--- config.mk ---
export PLATFORM = sky130hd
export DESIGN_NAME = bist_response_analyzer
export DESIGN_NICKNAME = d
export VERILOG_FILES = /design/src/rtl/bist_response_analyzer.sv
export SDC_FILE = /design/constraint.sdc
export NUM_CORES = 1
export LEC_CHECK = 0
export CORE_MARGIN = 2
export CORE_UTILIZATION = 44
export DETAILED_ROUTE_END_ITERATION = 12
export PLACE_DENSITY = 0.73
export SLEW_MARGIN = 20
export SYNTH_ARGS = -nofsm -noshare
export SYNTH_HDL_FRONTEND = slang
export SYNTH_SLANG_ARGS = --single-unit
--- constraint.sdc ---
create_clock -name CLK -period 1.7 [get_ports CLK]
set_clock_uncertainty 0.15 [all_clocks]
set_input_delay 0.255 -clock CLK [delete_from_list [all_inputs] [get_ports CLK]]
set_output_delay 0.255 -clock CLK [all_outputs]
set_load 0.1 [all_outputs]
--- src/rtl/bist_response_analyzer.sv ---
// BIST response analyzer: compacts CUT responses into a MISR during a run, then
// holds a registered PASS/FAIL verdict against the golden signature and capture count.
module bist_response_analyzer #(
    parameter int unsigned  W         = 16,
    parameter logic [W-1:0] POLY      = W'(16'h1021),
    parameter logic [W-1:0] SEED      = W'(16'h0001),
    parameter logic [W-1:0] GOLDEN    = W'(16'h0000),
    parameter int unsigned  EXP_COUNT = 90,
    parameter int unsigned  CW        = 8
) (
    input  logic          CLK,
    input  logic          RESET,
    input  logic          RUNNING,
    input  logic          EN,
    input  logic          BIST_END,
    input  logic [W-1:0]  DATA_IN,
    output logic [W-1:0]  SIGNATURE,
    output logic [CW-1:0] COUNT,
    output logic          DONE,
    output logic          PASS,
    output logic          FAIL
);

    typedef enum logic [1:0] {S_IDLE, S_CAPTURE, S_COMPARE, S_DONE} state_t;

    localparam logic [CW-1:0] COUNT_MAX = {CW{1'b1}};
    localparam logic [CW-1:0] COUNT_EXP = CW'(EXP_COUNT);

    state_t        state;
    state_t        state_nxt;
    logic [W-1:0]  misr_nxt;
    logic [CW-1:0] count_nxt;
    logic          verdict;
    logic          verdict_nxt;
    logic          done_nxt;
    logic          pass_nxt;
    logic          fail_nxt;

    function automatic logic [W-1:0] misr_step(input logic [W-1:0] cur, input logic [W-1:0] din);
        return {cur[W-2:0], 1'b0} ^ (cur[W-1] ? POLY : '0) ^ din;
    endfunction

    // Capture counter sticks at its maximum rather than wrapping
    function automatic logic [CW-1:0] count_inc(input logic [CW-1:0] c);
        return (c == COUNT_MAX) ? c : c + CW'(1);
    endfunction

    always_ff @(posedge CLK or posedge RESET) begin
        if (RESET) state <= S_IDLE;
        else       state <= state_nxt;
    end

    always_comb begin
        state_nxt = state;
        case (state)
            S_IDLE:    if (RUNNING)  state_nxt = S_CAPTURE;
            S_CAPTURE: if (BIST_END) state_nxt = S_COMPARE;
            S_COMPARE:               state_nxt = S_DONE;
            S_DONE:    if (RUNNING)  state_nxt = S_CAPTURE;
            default:                 state_nxt = S_IDLE;
        endcase
    end

    // Datapath and verdict next values; DONE/PASS/FAIL are set one edge after entering S_DONE
    always_comb begin
        misr_nxt    = SIGNATURE;
        count_nxt   = COUNT;
        verdict_nxt = verdict;
        done_nxt    = 1'b0;
        pass_nxt    = 1'b0;
        fail_nxt    = 1'b0;
        case (state)
            S_IDLE: begin
                if (RUNNING) begin
                    misr_nxt  = EN ? misr_step(SEED, DATA_IN) : SEED;
                    count_nxt = EN ? CW'(1) : '0;
                end
            end
            S_CAPTURE: begin
                if (!BIST_END && RUNNING && EN) begin
                    misr_nxt  = misr_step(SIGNATURE, DATA_IN);
                    count_nxt = count_inc(COUNT);
                end
            end
            S_COMPARE: begin
                verdict_nxt = (SIGNATURE == GOLDEN) && (COUNT == COUNT_EXP);
            end
            S_DONE: begin
                if (RUNNING) begin
                    misr_nxt    = SEED;
                    count_nxt   = '0;
                    verdict_nxt = 1'b0;
                end else begin
                    done_nxt = 1'b1;
                    pass_nxt = verdict;
                    fail_nxt = !verdict;
                end
            end
            default: ;
        endcase
    end

    always_ff @(posedge CLK or posedge RESET) begin
        if (RESET) begin
            SIGNATURE <= SEED;
            COUNT     <= '0;
            verdict   <= 1'b0;
            DONE      <= 1'b0;
            PASS      <= 1'b0;
            FAIL      <= 1'b0;
        end else begin
            SIGNATURE <= misr_nxt;
            COUNT     <= count_nxt;
            verdict   <= verdict_nxt;
            DONE      <= done_nxt;
            PASS      <= pass_nxt;
            FAIL      <= fail_nxt;
        end
    end

endmodule

[Yosys cells after proc, flatten, opt, wreduce, memory -nomap -nowiden]
Cells that the tools add are included.
Cells by class
  bitwise operators: 3
  equality and inequality tests: 11
  reduce and logical (&&, ||, !) cells: 13
  add/subtract/negate cells: 1
  muxes and demuxes: 22
Operator list (number)
  $mux 16: 4
  $pmux 16 s3: 1
  $mux 8: 4
  $pmux 8 s3: 1
  $logic_not 16->1: 1
  $xor 16x13->16: 1
  $xor 16x16->16: 1
  $mux 13: 1
  $ne 2x2->1 const B: 5
  $add 8x1->8 const B: 1
  $eq 8x7->1 const B: 1
  $eq 8x8->1 const B: 1
  $mux 1: 7
  $pmux 2 s3: 1
  $reduce_and 5->1: 1
  $eq 2x2->1 const B: 2
  $mux 2: 2
  $reduce_and 4->1: 1
  $logic_and 1x1->1: 3
  $reduce_bool 3->1: 1
  $eq 2x1->1 const B: 1
  $logic_not 1->1: 2
  $logic_not 2->1: 1
  $ne 2x1->1 const B: 1
  other kinds (5): 5
Storage, ports and cells
  output and inout bits: 27
  bits in registers: 30
  logic and storage cells: 57

[Depth between registers and ports, before layout]
  word-level depth: 5
  depth in mapped cells: 8

[Worst setup path before layout]
OpenSTA, ideal clock, no wires.
  kind: reg2reg
  start point: register COUNT[1]
  end point: register COUNT[6]
  setup slack: -0.753 ns
  clock period less this slack: 2.453 ns
  arrival time: 2.179 ns
  cell stages (with the launch flop): 6
  buffers on the path: 0
  cell sequence: dfrtp_1 > ha_1 > nand3_2 > or4_1 > a21oi_1 > nor2_1
On the way
  cells in the longest elaborated chain, start to end: 4
RTL lines
  start, declared: line 18  | output logic [CW-1:0] COUNT,
  start signal, assigned: line 113  | COUNT <= count_nxt;
  $add 8x1->8: line 45  | return (c == COUNT_MAX) ? c : c + CW'(1);
  $mux 8: line 45
  $mux 8: line 80  | if (!BIST_END && RUNNING && EN) begin
  $pmux 8 s3: line 72  | case (state)
Several ways; a longest one is shown, not always the timed one. The select of a mux whose other input is x is not followed.
A chain may end at the register's enable or synchronous reset.

[Worst setup path after layout]
  start point: register state[1]
  end point: register SIGNATURE[14]
On the way
  cells in the longest elaborated chain, start to end: 3
RTL lines
  start, declared: line 29  | state_t state;
  start signal, assigned: line 50  | else state <= state_nxt;
  $eq 2x1->1, or another cell as far along: line 72
  $ne 2x2->1 (no source line) / $reduce_bool 3->1 (equally long branches)
  $reduce_and 4->1 (no source line)
  end signal, assigned: line 112  | SIGNATURE <= misr_nxt;
  end, declared: line 17  | output logic [W-1:0] SIGNATURE,
Several ways; a longest one is shown, not always the timed one.

==> qor.yml <==
global_route:
  grt_pass1_wl_um: 9450
  grt.busiest_layer: "met2"
  antenna_found_initial: 0
  track_usage: 0.248
  grt_start_max_net_pins: 31
  grt_use_met3: 0.0658
  grtUsageMet1: 0.313
  use_met2: 0.402
  grt_pass1_vias: 1957
  overflow: 0
detailed_routing:
  drt-pass1-iter-count: 5
  wl_um: 5900
  avgRoutedWirePerCell_um: 18.9
  viasPerCell: 5.96
  drc_errors: 0
  drt.antenna.violating_nets: 0
  drt_iter0_markers: 97
  vias: 1865
sta:
  max_slew_margin: 0.757
  min_period_ns: 1.97
  rsz0062_at_grt: "yes"
  worstMarginPinSlew_ns: 0.359
  finalMaxSlewViolations: 0
  setup_viol: 24
  hold_violations: 0
  post-route-period-util: 1.16
  fmax_mhz: 507
  setup_ws_ns: -0.271
status:
  outcome: "finished with violations"
  violations: "setup timing"
synth:
  seq_area_frac_synth: 0.404
  synth_edf_count: 0
  synth_flop_cell: "dfrtp_1"
  synth-compound-area-share: 0.205
  synth_top_family_by_area: "simple AND/OR/NAND/NOR gates"
  synth_cell_types: 46
  synth-seq-cells: 30
  synthXorXnorAreaFrac: 0.0801
  synthAdderAreaFrac: 0.0471
  yosys.area_share.simple: 0.208
  synthMuxAreaShare: 0.0108
  ys_async_sr_fraction: 1.00
  synth.cell_area_sq_mm: 0.00186
  ys.warnings.count: 0
  synth_cells: 187
  syn-num-nets: 215
  syn_area_per_cell_sq_um: 9.94
worst_setup_path:
  path_depth: 7
  path_max_fanout: 6
  slowest_stage: "dfrtp_2"
  r2r_cells: 7
  critical_path_buf_inv_count: 2
  cp.arrival_ns: 1.99
  max_stage_delay_ns: 0.47
  crit_chain: "ha_4, nor4_4, buf_4, o2bb2ai_4, buf_16, a221oi_2, nor2_1"
  crit_required_ns: 1.72
  critPathKind: "reg2reg"
  critical_path.startpoint_type: "flop"
  cp_top_family: "flip-flops"
  crit_path_end_kind: "flop"
place:
  place_inst: 301
  gp_congestion: 0.903
  place_hpwl_um: 3630
  port_buffers: 47
  dpl_cell_area_sq_mm: 0.00294
hold_path:
  hold_path.class: "in2async"
finish:
  postLayoutCellArea_sq_mm: 0.00327
  area_delta_synth_final_pct: 76.0
  fin_nets: 290
  final_common_cell: "nor2_1"
  stdcell_count: 313
  final_layout_size_suffix_gt1_frac: 0.479
  final_cell_mix: "34 x nor2_1, 30 x buf_12, 22 x buf_4"
  n_antenna_cell: 0
clocking:
  cts_hold_buf: 0
  clk_pin_slew_ns: 0.07
  root_buffer: "clkbuf_8"
  cts_max_level: 2
  clockBufferDepth: 2
  cts_tree: "yes"
  clock-sinks: 30
  numCtsBuffers: 5
  clk-insertion-delay-late_ns: 0.29
die:
  die_area_sq_mm: 0.00476
  coreArea_sq_mm: 0.00403
  fp-row-count: 23
  ios: 48
  die_h_um: 69.0
  die_x_um: 69.0
  start_util: 0.461
flow_run:
  drv_cap: 0
## repair_timing
action | CTS | global route
buffers inserted | 2 | 1
cloned | 1 | 0
pin swaps | 4 | 3
setup endpoints to repair | 25 | 26
gates resized for setup | 20 | 11
## per-layer routing
layer | up-vias | share of wire
met2 | 89 | 0.51
met3 | 12 | 0.070
met1 | 926 | 0.39
met4 | 0 | 0.021
met5 | - | 0
li1 | 838 | -
## flip-flops by register name, summed over array words and instances (netlist names)
register	count
SIGNATURE	16
state	2
verdict	1
PASS	1
FAIL	1
DONE	1
COUNT	8
## per-stage QoR
stage | hold WS, ns | setup slack, ns | setup TNS [ns] | utilization
finish | 0.151 | -0.271 | -4.99 | 0.812
global route | 0.166 | -0.335 | -6.85 | 0.812
CTS | 0.157 | -0.181 | -3.20 | 0.795
detailed placement | 0.277 | -0.207 | -3.87 | 0.730
global placement | 0.291 | -0.197 | -2.85 | 0.730
floorplan | 0.176 | -0.107 | -1.31 | -
## cells by family (layout without fill, tap and decap cells)
group | after synthesis | after routing
simple gates | 73 | 73
fa+ha+maj | 7 | 7
compound gates | 43 | 43
flops | 30 | 30
mux | 2 | 2
buf+inv | 15 | 91
xor+xnor | 17 | 17
## worst register-to-register path, delay by kind of cell, from the launching register on
family / cells / cell delay, ns
simple gates: 2 / 0.35
fa+ha+maj: 1 / 0.20
compound gates: 2 / 0.32
flops: 1 / 0.47
buf+inv: 2 / 0.36
## cell type report
| class | count | area (sq um) |
|---|---|---|
| multi-input cells | 142 | 1250 |
| clock inverters | 3 | 40.0 |
| inverters | 7 | 31.3 |
| well taps | 50 | 62.6 |
| flip-flops and latches | 30 | 788 |
| clock buffers | 5 | 68.8 |
| repair buffers | 76 | 1030 |
| fillers | 229 | 757 |
## cell usage after synthesis, types with 2 or more instances
| cell type | instances | area share |
|---|---|---|
| nand3_1 | 3 | 0.0081 |
| ha_1 | 7 | 0.047 |
| inv_1 | 7 | 0.014 |
| o21ai_0 | 4 | 0.011 |
| nand2b_1 | 2 | 0.0067 |
| mux2i_1 | 2 | 0.011 |
| dfrtp_1 | 29 | 0.39 |
| buf_6 | 2 | 0.012 |
| a221oi_1 | 8 | 0.038 |
| nor2_1 | 35 | 0.071 |
| o31ai_1 | 2 | 0.0081 |
| and3_1 | 2 | 0.0067 |
| and2_1 | 4 | 0.013 |
| a31oi_1 | 4 | 0.013 |
| nand4_1 | 3 | 0.010 |
| buf_4 | 2 | 0.0081 |
| a221oi_2 | 8 | 0.065 |
| a21oi_1 | 7 | 0.019 |
| nand2_1 | 8 | 0.016 |
| xor2_1 | 13 | 0.061 |
| buf_2 | 3 | 0.0081 |
| nor3_1 | 2 | 0.0054 |
| xnor2_1 | 4 | 0.019 |
| nor4_1 | 2 | 0.0067 |
| o211ai_1 | 2 | 0.0081 |
| nor4b_1 | 2 | 0.0094 |
## path summary, 6_finish.rpt
check / startpoint / endpoint / slack (ns)
worst max register to register: state[1]$_DFFE_PP0P_ / SIGNATURE[14]$_DFFE_PP0P_ / -0.27
worst min-delay path: RESET / SIGNATURE[11]$_DFFE_PP0P_ / 0.15
max in group asynchronous: RESET / SIGNATURE[0]$_DFFE_PP1P_ / 1.01
worst min register to register: verdict$_DFFE_PP0P_ / FAIL$_DFF_PP0_ / 0.33
min in group CLK: verdict$_DFFE_PP0P_ / FAIL$_DFF_PP0_ / 0.33
worst max-delay path: state[1]$_DFFE_PP0P_ / SIGNATURE[14]$_DFFE_PP0P_ / -0.27
Power is not shown: default switching activity piles up to over one toggle a cycle in this logic, so the estimate is an artifact.
